<file path="config.mk">
export PLATFORM = sky130hd
export DESIGN_NAME = data_mem_arbiter
export DESIGN_NICKNAME = d
export VERILOG_FILES = /design/src/rtl/data_mem_arbiter.sv
export SDC_FILE = /design/constraint.sdc
export NUM_CORES = 1
export LEC_CHECK = 0
export BUFFER_PORTS_ARGS = -buffer_cell sky130_fd_sc_hd__buf_4
export CORE_ASPECT_RATIO = 0.7
export CORE_UTILIZATION = 42
export DETAILED_ROUTE_END_ITERATION = 10
export GPL_ROUTABILITY_DRIVEN = 1
export PLACE_DENSITY = 0.85
export SLEW_MARGIN = 5
export SYNTH_ARGS = -nofsm -noshare
export SYNTH_HDL_FRONTEND = slang
export SYNTH_SLANG_ARGS = --single-unit
</file>
<file path="constraint.sdc">
create_clock -name clk -period 3.4 [get_ports clk]
set_clock_uncertainty 0.1 [all_clocks]
set_input_delay 0.17 -clock clk [delete_from_list [all_inputs] [get_ports clk]]
set_output_delay 0.17 -clock clk [all_outputs]
set_load 0.05 [all_outputs]
</file>
<file path="src/rtl/data_mem_arbiter.sv">
// Two-port data memory arbiter with lock-based atomic sequences and 1-cycle read return.
// Optional B-port starvation guard enabled by defining DATA_MEM_ARB_STARVE_GUARD_EN.
module data_mem_arbiter #(
  parameter int unsigned ADDR_W       = 8,
  parameter int unsigned DATA_W       = 16,
  parameter int unsigned STARVE_LIMIT = 4
) (
  input  logic              clk,
  input  logic              rst,
  // Port A (pipeline)
  input  logic              a_req,
  input  logic              a_we,
  input  logic              a_lock,
  input  logic [ADDR_W-1:0] a_addr,
  input  logic [DATA_W-1:0] a_wdata,
  output logic              a_gnt,
  output logic              a_rvalid,
  output logic [DATA_W-1:0] a_rdata,
  // Port B (loader/debug)
  input  logic              b_req,
  input  logic              b_we,
  input  logic              b_lock,
  input  logic [ADDR_W-1:0] b_addr,
  input  logic [DATA_W-1:0] b_wdata,
  output logic              b_gnt,
  output logic              b_rvalid,
  output logic [DATA_W-1:0] b_rdata,
  // Data memory
  output logic [ADDR_W-1:0] mem_addr,
  output logic [DATA_W-1:0] mem_wdata,
  output logic              mem_w_en,
  input  logic [DATA_W-1:0] mem_rdata
);

  // The starvation counter is 3 bits wide, so the limit must fit in it.
  if (STARVE_LIMIT == 0 || STARVE_LIMIT > 7) begin : g_bad_limit
    $error("STARVE_LIMIT must be in 1..7");
  end

  typedef enum logic [1:0] {
    StOpen,
    StLockA,
    StLockB
  } state_e;

  state_e state_q, state_d;

  logic              a_rvalid_q, b_rvalid_q;
  logic [DATA_W-1:0] a_rdata_q, b_rdata_q;
  logic              a_xfer, b_xfer;

`ifdef DATA_MEM_ARB_STARVE_GUARD_EN
  logic [2:0] starve_q, starve_d;
  logic       starve_hit;

  assign starve_hit = (starve_q == 3'(STARVE_LIMIT));
`endif

  // Grants are purely combinational from requests and registered state; reset kills them.
  always_comb begin
    a_gnt = 1'b0;
    b_gnt = 1'b0;
    if (!rst) begin
      case (state_q)
        StOpen: begin
`ifdef DATA_MEM_ARB_STARVE_GUARD_EN
          if (a_req && b_req) begin
            b_gnt = starve_hit;
            a_gnt = !starve_hit;
          end else begin
            a_gnt = a_req;
            b_gnt = b_req;
          end
`else
          a_gnt = a_req;
          b_gnt = b_req && !a_req;
`endif
        end
        StLockA: a_gnt = a_req;
        StLockB: b_gnt = b_req;
        default: begin
          a_gnt = 1'b0;
          b_gnt = 1'b0;
        end
      endcase
    end
  end

  assign a_xfer = a_req && a_gnt;
  assign b_xfer = b_req && b_gnt;

  always_comb begin
    state_d = state_q;
    case (state_q)
      StOpen: begin
        if (a_xfer && a_lock) begin
          state_d = StLockA;
        end else if (b_xfer && b_lock) begin
          state_d = StLockB;
        end
      end
      StLockA: if (a_xfer && !a_lock) state_d = StOpen;
      StLockB: if (b_xfer && !b_lock) state_d = StOpen;
      default: state_d = StOpen;
    endcase
  end

  always_ff @(posedge clk) begin
    if (rst) begin
      state_q <= StOpen;
    end else begin
      state_q <= state_d;
    end
  end

`ifdef DATA_MEM_ARB_STARVE_GUARD_EN
  always_comb begin
    starve_d = starve_q;
    if (!b_req || b_gnt) begin
      starve_d = 3'd0;
    end else if (a_gnt && (state_q == StOpen) && !starve_hit) begin
      starve_d = starve_q + 3'd1;
    end
  end

  always_ff @(posedge clk) begin
    if (rst) begin
      starve_q <= 3'd0;
    end else begin
      starve_q <= starve_d;
    end
  end
`endif

  always_comb begin
    mem_addr  = '0;
    mem_wdata = '0;
    mem_w_en  = 1'b0;
    if (a_gnt) begin
      mem_addr  = a_addr;
      mem_wdata = a_wdata;
      mem_w_en  = a_we;
    end else if (b_gnt) begin
      mem_addr  = b_addr;
      mem_wdata = b_wdata;
      mem_w_en  = b_we;
    end
  end

  // Read return: capture memory data at the edge closing the granted read.
  always_ff @(posedge clk) begin
    if (rst) begin
      a_rvalid_q <= 1'b0;
      b_rvalid_q <= 1'b0;
      a_rdata_q  <= '0;
      b_rdata_q  <= '0;
    end else begin
      a_rvalid_q <= a_xfer && !a_we;
      b_rvalid_q <= b_xfer && !b_we;
      if (a_xfer && !a_we) a_rdata_q <= mem_rdata;
      if (b_xfer && !b_we) b_rdata_q <= mem_rdata;
    end
  end

  // A return pending across a reset edge must never surface.
  assign a_rvalid = a_rvalid_q && !rst;
  assign b_rvalid = b_rvalid_q && !rst;
  assign a_rdata  = a_rdata_q;
  assign b_rdata  = b_rdata_q;

  a_gnt_onehot: assert property (@(posedge clk) !(a_gnt && b_gnt));
  gnt_needs_req: assert property (@(posedge clk) (!a_gnt || a_req) && (!b_gnt || b_req));

endmodule

</file>
# ---- Yosys cells after proc, flatten, opt, wreduce, memory -nomap -nowiden
# Index checks and enable logic that the tools add are counted.
dict set report totals {
  reg_bits 36
  inputBits 72
  out_inout_bits 61
  wordCells 45
}
dict set report op_classes {
  eq_ne 5
  muxes 15
  reduce_logical 20
}
# op n
set op_table {}
lappend op_table {{$mux W16} 2}
lappend op_table {{$mux W8} 2}
lappend op_table {{$logic_and A1 B1 Y1} 11}
lappend op_table {{$mux W2} 4}
lappend op_table {{$logic_not A1 Y1} 6}
lappend op_table {{$pmux W2 S3} 1}
lappend op_table {{$mux W1} 5}
lappend op_table {{$ne A2 B2 Y1 const B} 2}
lappend op_table {{$ne A3 B3 Y1 const B} 1}
lappend op_table {{$reduce_and A3 Y1} 1}
lappend op_table {{$eq A2 B1 Y1 const B} 1}
lappend op_table {{$eq A2 B2 Y1 const B} 1}
lappend op_table {{$logic_not A2 Y1} 1}
lappend op_table {{$pmux W1 S2} 1}
lappend op_table {{$reduce_or A2 Y1} 1}

# ---- Longest topological paths before layout
# Gate-level depths: netlist (run 1).
dict set report depth {
  ltp_word 9
  mapped_depth 5
  ltp_nobuf 3
}

# ---- Worst setup path before layout (run 1)
# Ideal clock, no wire load.
dict set report synth_timing {
  path_type {register -> output}
  start {reg state_q[1]}
  end {out mem_addr[0]}
  arrival_ns 1.652
  t_required_ns 3.130
  path_slack_ns 1.478
  path_stages_with_launch 6
  path_buffers 2
  path_cell_list {dfxtp_1 nand2b_4 and3_1 buf_2 buf_2 a22o_1}
}
dict set report synth_between {
  elab_chain_cells 5
  elab_cells_between_ends 10
  cone_classes {eq/ne: 2; mux: 6; reduce/logical: 2}
}
# element line_no
set synth_rtl {}
lappend synth_rtl {{start, declared} 46} ;# state_e state_q, state_d;
lappend synth_rtl {{start signal, assigned} 110} ;# state_q <= StOpen;
lappend synth_rtl {{start signal, assigned} 112} ;# state_q <= state_d;
lappend synth_rtl {{$eq A2 B2 Y1 / $logic_not A2 Y1 (equally long branches)} 64} ;# case (state_q)
lappend synth_rtl {{$pmux W1 S2 (*)} 64}
lappend synth_rtl {{$mux W1 (*)} 63} ;# if (!rst) begin
lappend synth_rtl {{named net b_gnt} 25} ;# output logic b_gnt,
lappend synth_rtl {{$mux W8 (*)} 143} ;# end else if (b_gnt) begin
lappend synth_rtl {{$mux W8 (*)} 139} ;# if (a_gnt) begin
lappend synth_rtl {{end, declared} 29} ;# output logic [ADDR_W-1:0] mem_addr,
# The timed path passes the listed nets; every way through them passes the cells marked *.

# ---- Worst setup path after layout (run 1)
dict set report layout_timing {
  start {reg state_q[1]}
  end {out mem_wdata[10]}
}
dict set report layout_between {
  elab_chain_cells 5
  elab_cells_between_ends 10
  cone_classes {eq/ne: 2; mux: 6; reduce/logical: 2}
}
# element line_no
set layout_rtl {}
lappend layout_rtl {{$eq A2 B2 Y1 (tied with other cells)} 64}
lappend layout_rtl {{$pmux W1 S2 / $reduce_or A2 Y1 (equally long branches)} n/a}
lappend layout_rtl {{$mux W1 (on tied branches)} {63, 64}}
lappend layout_rtl {{$mux W16 / $mux W1 (equally long branches)} {143, 63}}
lappend layout_rtl {{$mux W16 (*)} 139}
lappend layout_rtl {{end, declared} 30} ;# output logic [DATA_W-1:0] mem_wdata,
# Every way passes the cells marked *; elsewhere a longest branch is shown, timed or not.

==> results.ini, run 1 <==
[grt]
grt_max_degree = 34
grt_overflow = 0
antenna_found_initial = 0
track_usage_pct = 23.0
grt_pass1_vias = 1523
grt_pass1_wl_microns = 7400

[logic_synthesis]
synth_area_leaders = dfxtp_1, a22o_1, mux2_4
synthesis.nets = 242
synth-simple-area-share_pct = 18.8
async_reset_ff_share_pct = 0
synth_edf_count = 0
synth_top_family_by_area = simple AND/OR/NAND/NOR gates
synth_compound_area_share_pct = 18.4
syn_inst = 170
synth.distinct_cells = 25
ys_ff_latch = 36
muxShareOfSynthArea_pct = 13.4
syn_area_per_cell_sq_um = 9.86
synth.cell_area_sq_um = 1680
synth_seq_area_share_pct = 43.0
synth_xor_area_share_pct = 0
synthTopCellsByCount = dfxtp_1, nand2_1, a22o_1
ys.flop_type = dfxtp_1
ys_warn_count = 0
synth_most_common_cell = dfxtp_1
synth_top_area_cell = dfxtp_1
synth.top_cell.area_share_pct = 43.0
synthAdderAreaFrac_pct = 0

[layout]
n_fill_cell = 288
final_util_pct = 76.2
multi_input_area_sq_um = 848
final_nets = 377
regArea_sq_um = 721
synthToLayoutAreaGrowth_pct = 67.1
diodes = 0
drive_gt1_share_pct = 52.1

[clock_tree]
cts_buffers = 5
clk_pin_slew_worst_paths_ps = 70
h-tree-depth = 2
cts_root_buf = clkbuf_8
clockBufferDepth = 2
postCtsSetupRepairBufs = 0
cts_sinks = 36
cts_tree = yes
clk_latency_ps = 280
cts_resized = 0
cts_hold_buf = 8

[power]
ir_drop_v = 0.000355
power.density_nw_per_um2 = 389
pwr-share-seq_pct = 41.6
p_leak_nw = 1.39
p_switching_mw = 0.364
pwr-share-clk_pct = 25.7
combPwrFrac_pct = 32.7
p_int_mw = 0.725
p_sw_share_pct = 33.4

[worst_setup_path]
critPathSlowestCell = and3_1
cp_cell_sequence = nand2b_4 -> and3_1 -> a22o_1 -> buf_4
cp-start-kind = flip-flop
r2r_slack_ps = 1320
worstPathArrival_ps = 2100
crit_fanout = 26
endpoint_kind = output port
cp_data_required_time_ps = 3130
slowest_delay_ps = 760
worstSetupPathType = reg2out

[sta]
worst_pin_slew_ps = 1010
final-hold-violation-count = 0
period_share_pct = 69.7
slew_headroom_pct = 32.5
setup_violations = 0
rsz0062_at_grt = false
fmax_mhz = 422
slew_viol_final = 0
fin_crit_ps = 2370
finalSetupTns_ps = 0

[routing]
wl_per_cell_microns = 14.6
drt_iter0_drc = 61
drtPass1Iterations = 4
detailroute.via_count = 1713
drc = 0
ant_nets = 0
wl_microns = 5190
vias_per_cell = 4.83

[placed_design]
hpwl_microns = 3830
numPortBuffers = 132
place_congestion = 0.700

[outcome]
status = finished, final reports clean

[min_path]
hp-class = in2reg

[floorplanning]
start_util_pct = 45.6
die_w_microns = 77.5
die_h_microns = 54.8
rows = 18
die_area_sq_um = 4250
coreArea_sq_um = 3670
pin_count = 133

[job]
cap_violations = 0

-- cell usage in the layout (no fill, tap or decap), types with 2 or more instances in the layout --
master / count
buf_4: 133
dfxtp_1: 36
nand2_1: 32
a22o_1: 25
o21ai_0: 15
nor2b_1: 12
mux2_4: 9
dlygate4sd3_1: 8
mux2_2: 7
and2b_1: 6
clkbuf_8: 5
inv_1: 3
nor2_2: 2
o21ai_1: 2
-- power groups by stage --
stage	Sequential (mW)	Combinational (mW)	Clock (mW)
floorplan	0.523	0.149	0
global placement	0.462	0.344	0
detailed placement	0.462	0.348	0
CTS	0.453	0.356	0.286
global route	0.455	0.373	0.308
finish	0.453	0.356	0.280
-- path summary, 6_finish.rpt --
path,depth (start not counted),to,start
setup / recovery,4,mem_wdata[10],state_q[1]
hold / removal,3,a_rdata[0],mem_rdata[0]
setup reg to reg,3,b_rdata[1],state_q[1]
hold reg to reg,2,a_rdata[0],a_rdata[0]
-- registers in the layout, summed over array words and instances (netlist names) --
name        cells
a_rvalid_q      1
b_rvalid_q      1
state_q         2
b_rdata        16
a_rdata        16
-- through the flow --
| step | hold slack (ps) | instances | power (mW) | setup slack, ps | area, sq um |
|---|---|---|---|---|---|
| after floorplan | 179 | 170 | 0.672 | 1480 | 1680 |
| after global placement | 274 | 340 | 0.806 | 1370 | 2640 |
| after detailed placement | 281 | 340 | 0.811 | 1340 | 2640 |
| after CTS | 0.453 | 355 | 1.10 | 1050 | 2800 |
| after global routing | 12.6 | 355 | 1.14 | 917 | 2800 |
| final | 3.84 | 355 | 1.09 | 1030 | 2800 |
-- area by class of cell --
type | count | share of cell area [%]
clock buffers | 6 | 2.59
well taps | 50 | 2.24
flip-flops and latches | 36 | 25.7
inverters | 3 | 0.402
clock inverters | 1 | 0.179
repair buffers | 141 | 38.5
multi-input cells | 118 | 30.3
-- per-layer routing --
metal | up-vias | wire, microns | global-route usage, %
li1 | 857 | - | -
met1 | 800 | 2300 | 31.3
met2 | 54 | 2550 | 36.4
met3 | 2 | 321 | 7.00
met4 | 0 | 8 | 4.40
met5 | - | 0 | 0
-- critical path: cells and delay by family, from the launching register on --
family	cells	cell delay, ps
AOI/OAI and AO/OA	1	250
buffers and inverters	1	200
DFF	1	430
and+or+nand+nor	2	940
-- cell families after synthesis --
family / Yosys count
mux: 17
simple gates: 58
buf+inv: 16
flops: 36
compound gates: 43
Power figures use the tool's default switching activity.
==> run 2: changes to the inputs <==
--- a/config.mk
+++ b/config.mk
@@ -7,10 +7,10 @@
 export LEC_CHECK = 0
 export BUFFER_PORTS_ARGS = -buffer_cell sky130_fd_sc_hd__buf_4
 export CORE_ASPECT_RATIO = 0.7
-export CORE_UTILIZATION = 42
+export CORE_UTILIZATION = 39
 export DETAILED_ROUTE_END_ITERATION = 10
 export GPL_ROUTABILITY_DRIVEN = 1
-export PLACE_DENSITY = 0.85
+export PLACE_DENSITY = 0.8
 export SLEW_MARGIN = 5
 export SYNTH_ARGS = -nofsm -noshare
 export SYNTH_HDL_FRONTEND = slang
==> constraint.sdc (replaced) <==
create_clock -name clk -period 2.3 [get_ports clk]
set_clock_uncertainty 0.1 [all_clocks]
set_input_delay 0.115 -clock clk [delete_from_list [all_inputs] [get_ports clk]]
set_output_delay 0.115 -clock clk [all_outputs]
set_load 0.05 [all_outputs]
==> results.ini, run 2 (synthesis gave the netlist of run 1 again) <==
[worst_setup_path]
worstSetupPathType = reg2out
r2r_slack_ps = 690
critPathSlowestCell = dfxtp_1
r2r_end = b_rdata[3]
endpoint_kind = output port
cpMostUsedCell = buf_4
worstPathArrival_ps = 1670
r2r_start = state_q[1]
cp-start-kind = flip-flop
cp_data_required_time_ps = 2090
slowest_delay_ps = 410
worstRegToRegCells = 4
cp_top_family = buffers and inverters
crit_fanout = 26
crit_buf_inv = 2
cp_cell_sequence = nand2b_4 -> and3_1 -> buf_4 -> a22o_1 -> buf_4

[sta]
slew_viol_final = 0
fmax_mhz = 529
period_share_pct = 82.1
finalSetupTns_ps = 0
fin_crit_ps = 1890
final-hold-violation-count = 0
slew_headroom_pct = 63.6
worst_pin_slew_ps = 545
rsz0062_at_grt = false
setup_violations = 0

[floorplanning]
rows = 19
coreArea_sq_um = 4020
start_util_pct = 41.7
pin_count = 133
die_h_microns = 56.8
die_area_sq_um = 4570
die_w_microns = 80.3

[layout]
final_nets = 390
layout_commonest_cell = buf_4
synthToLayoutAreaGrowth_pct = 75.4
diodes = 0
drive_gt1_share_pct = 51.4
final_cell_mix = buf_4, dfxtp_1, nand2_1, a22o_1, dlygate4sd3_1
design_area_sq_um = 2940

[clock_tree]
cts_sinks = 36
cts_hold_buf = 18
clockBufferDepth = 2
clk_latency_ps = 280
h-tree-depth = 2
cts_buffers = 5
cts_resized = 0
clk_pin_slew_worst_paths_ps = 70
postCtsSetupRepairBufs = 0
cts_root_buf = clkbuf_8
cts_tree = yes

[power]
finalPower_mw = 1.66
pwr-share-clk_pct = 27.2
p_int_mw = 1.12
combPwrFrac_pct = 32.6
p_leak_nw = 1.46
ir_drop_v = 0.000429
p_switching_mw = 0.546
p_sw_share_pct = 32.8
power.density_nw_per_um2 = 566
pwr-share-seq_pct = 40.3

[grt]
use_met1_pct = 31.4
track_usage_pct = 23.2
grt_pass1_vias = 1618
grt_max_degree = 34
grt_pass1_wl_microns = 7960
grt.met3_usage_pct = 6.99
antenna_found_initial = 0
use_met2_pct = 35.7
top_usage_layer = met2
grt_overflow = 0

[job]
cap_violations = 0

[outcome]
status = finished, final reports clean

[routing]
vias_per_cell = 4.56
drtPass1Iterations = 4
detailroute.via_count = 1690
drt_iter0_drc = 47
drc = 0
wl_microns = 5160
ant_nets = 0
wl_per_cell_microns = 13.9

[placed_design]
place_area_sq_um = 2670
hpwl_microns = 3730
numPortBuffers = 132
place_congestion = 0.713

[min_path]
min_from = a_lock
hold_path_depth = 3
hp-class = in2reg
hold_end = state_q[0]

## run 2: cell count changes in the layout (fill, tap and decap cells not counted), sizes merged
| cell | previous run | this run |
|---|---|---|
| buf | 133 | 136 |
| dlygate4sd3 | 8 | 18 |
| clkinv | 1 | 2 |
## run 2: power groups by stage
stage	combinational (mW)	sequential, mW	clock (mW)
floorplan	0.220	0.774	0
global placement	0.514	0.683	0
detailed placement	0.517	0.683	0
CTS	0.542	0.670	0.468
global route	0.568	0.673	0.504
finish	0.542	0.670	0.452
## run 2: cell type report
cell class / instances / area (sq um)
clock buffers: 6 / 82.6
clock inverters: 2 / 10.0
fillers: 315 / 1080
inverters: 3 / 11.3
multi-input cells: 118 / 848
flip-flops and latches: 36 / 721
well taps: 52 / 65.1
repair buffers: 154 / 1200
## run 2: worst max-delay path by stage
| stage | from | endpoint | slack, ps | cells past startpoint |
|---|---|---|---|---|
| 2_1_floorplan | state_q[1] | mem_addr[0] | 430 | 5 |
| 3_3_place_gp | state_q[1] | b_rdata[0] | 720 | 4 |
| 3_5_place_dp | state_q[1] | b_rdata[0] | 680 | 4 |
| 4_1_cts | state_q[1] | mem_wdata[9] | 410 | 5 |
| 5_1_grt | state_q[1] | mem_wdata[9] | 320 | 5 |
| 6_report | state_q[1] | mem_wdata[9] | 410 | 5 |
## run 2: worst min-delay path, cell delays in order
cell and delay [ps]:
buf_4 80, mux2i_1 70, nor3_1 120
## run 2: routing by layer
layer  vias up  wire [microns]  share of wire, %
met3         7             252               4.9
met1       756            2430                47
met5         -               0                 0
li1        884               -                 -
met4         0              49              0.95
met2        43            2430                47
## run 2: per-stage QoR
step / hold slack [ps] / utilization, % / std cells / worst slack, ps
floorplan: 124 / - / 170 / 433
detailed placement: 224 / 66.4 / 345 / 681
finish: 56.6 / 73.2 / 371 / 411
CTS: 38.4 / 73.2 / 371 / 406
global placement: 220 / 66.4 / 345 / 718
global route: 65.9 / 73.2 / 371 / 324
==> run 3: changes to the inputs <==
--- a/config.mk
+++ b/config.mk
@@ -5,12 +5,13 @@
 export SDC_FILE = /design/constraint.sdc
 export NUM_CORES = 1
 export LEC_CHECK = 0
+export ABC_AREA = 1
 export BUFFER_PORTS_ARGS = -buffer_cell sky130_fd_sc_hd__buf_4
 export CORE_ASPECT_RATIO = 0.7
-export CORE_UTILIZATION = 39
+export CORE_UTILIZATION = 35
 export DETAILED_ROUTE_END_ITERATION = 10
 export GPL_ROUTABILITY_DRIVEN = 1
-export PLACE_DENSITY = 0.8
+export PLACE_DENSITY = 0.76
 export SLEW_MARGIN = 5
 export SYNTH_ARGS = -nofsm -noshare
 export SYNTH_HDL_FRONTEND = slang
==> constraint.sdc (replaced) <==
create_clock -name clk -period 1.57 [get_ports clk]
set_clock_uncertainty 0.1 [all_clocks]
set_input_delay 0.0785 -clock clk [delete_from_list [all_inputs] [get_ports clk]]
set_output_delay 0.0785 -clock clk [all_outputs]
set_load 0.05 [all_outputs]
==> results.ini, run 3 <==
[logic_synthesis]
syn_area_per_cell_sq_um = 8.23
ys.flop_type = dfxtp_1
synth_top_area_cell = dfxtp_1
syn_inst = 202
synth_most_common_cell = dfxtp_1
synthTopCellsByCount = dfxtp_1, nand2_1, nor2_1
async_reset_ff_share_pct = 0
ys_ff_latch = 36
synth.top_cell.area_share_pct = 43.4
synth_seq_area_share_pct = 43.4
synth_area_leaders = dfxtp_1, a22o_1, nand2_1
synthesis.nets = 274
ys_warn_count = 0
synth.cell_area_sq_um = 1660
synth.distinct_cells = 23
synth_edf_count = 0

[grt]
track_usage_pct = 23.6
grt_pass1_vias = 1842
grt_max_degree = 26
grt_overflow = 0
antenna_found_initial = 0
grt_pass1_wl_microns = 9180

[layout]
drive_gt1_share_pct = 51.6
layout_commonest_cell = buf_4
fin_cells = 419
final_nets = 435
design_area_sq_um = 3220
diodes = 0
final_cell_mix = buf_4, nand2_1, dfxtp_1, nor2_1, buf_6
synthToLayoutAreaGrowth_pct = 94.0

[sta]
setup_violations = 24
period_share_pct = 103
final-hold-violation-count = 0
hold_ws_ps = 37.8
slew_headroom_pct = 86.5
slew_viol_final = 0
setup_slack_ps = -50.6
fin_crit_ps = 1620
fmax_mhz = 617
rsz0062_at_grt = true
worst_pin_slew_ps = 200

[routing]
detailroute.via_count = 1992
drt_iter0_drc = 141
drc = 18
wl_per_cell_microns = 14.8
vias_per_cell = 4.75
drtPass1Iterations = 7
wl_microns = 6200
ant_nets = 0

[clock_tree]
clk_latency_ps = 290
cts_root_buf = clkbuf_8
cts_tree = yes
clk_pin_slew_worst_paths_ps = 70
cts_sinks = 36
clockBufferDepth = 2
cts_buffers = 5
h-tree-depth = 2

[placed_design]
place_area_sq_um = 2720
dp.cells = 383
numPortBuffers = 132
hpwl_microns = 4080
place_ws_ps = 182
place_congestion = 0.736

[power]
p_switching_mw = 0.860
pwr-share-seq_pct = 38.4
p_int_mw = 1.69
power.density_nw_per_um2 = 792
ir_drop_v = 0.000569
p_sw_share_pct = 33.7
pwr-share-clk_pct = 27.0
combPwrFrac_pct = 34.6
p_leak_nw = 1.56

[floorplanning]
pin_count = 133
rows = 20
start_util_pct = 37.3
die_w_microns = 84.4
die_area_sq_um = 5030
coreArea_sq_um = 4450
die_h_microns = 59.6

[worst_setup_path]
r2r_slack_ps = 110
r2r_start = state_q[1]
cp-startpoint = state_q[1]
cp-start-kind = flip-flop
worstSetupPathType = reg2out
endpoint_kind = output port
crit_fanout = 13
cp_data_required_time_ps = 1390
worstPathArrival_ps = 1440

[outcome]
status = finished with violations
violations = DRC, setup timing

[job]
cap_violations = 0

[min_path]
min_from = b_lock
hp-class = in2reg

run 3: cell families after synthesis:
| kind of cell | after synthesis | synth area share, % |
|---|---|---|
| AO/OA/AOI/OAI | 60 | 23.5 |
| buffers and inverters | 25 | 9.19 |
| flip-flops | 36 | 43.4 |
| AND/OR/NAND/NOR | 81 | 23.9 |
run 3: power groups by stage:
| stage | logic (mW) | clock network [mW] | registers, mW |
|---|---|---|---|
| detailed placement | 0.767 | 0 | 0.998 |
| floorplan | 0.326 | 0 | 1.13 |
| finish | 0.882 | 0.690 | 0.980 |
| CTS | 0.849 | 0.700 | 0.979 |
| global placement | 0.760 | 0 | 0.998 |
| global route | 0.921 | 0.742 | 0.984 |
run 3: worst paths after layout:
check,depth (start not counted),to
setup / recovery,7,mem_wdata[8]
hold / removal,5,state_q[1]
setup reg to reg,8,b_rdata[5]
hold reg to reg,2,a_rdata[7]
run 3: repair_timing:
item,4_1_cts,5_1_grt
cloned,0,2
gates resized for setup,29,7
hold buffers,19,0
buffers inserted,3,4
endpoints found under the hold margin,35,0
setup endpoints to repair,26,26
pin swaps,1,3
run 3: critical path, cell delays in order (launching register included):
cell	delay [ps]
dfxtp_2	330
inv_2	80
nand2_4	70
nand3_4	90
inv_6	50
buf_12	140
a22o_1	220
buf_6	160
run 3: metal layers:
| layer | vias up | GRT usage, % | wire [microns] |
|---|---|---|---|
| met5 | - | 0 | 0 |
| met4 | 0 | 6.78 | 38 |
| met3 | 6 | 7.52 | 490 |
| met2 | 79 | 39.8 | 3030 |
| met1 | 904 | 29.5 | 2640 |
| li1 | 1003 | - | - |
run 3: stage by stage:
step	util (%)	TNS, ps	power [mW]
after floorplan	-	0	1.45
after global placement	61.0	0	1.76
after detailed placement	61.0	0	1.76
after CTS	70.2	-92.3	2.53
after global routing	72.4	-1820	2.65
final	72.4	-710	2.55
run 3: final cells by class:
type                    count  area [sq um]
repair buffers            168          1460
fillers                   317          1230
inverters                  11          51.3
well taps                  55          68.8
flip-flops and latches     36           723
multi-input cells         141           833
clock buffers               8          90.1
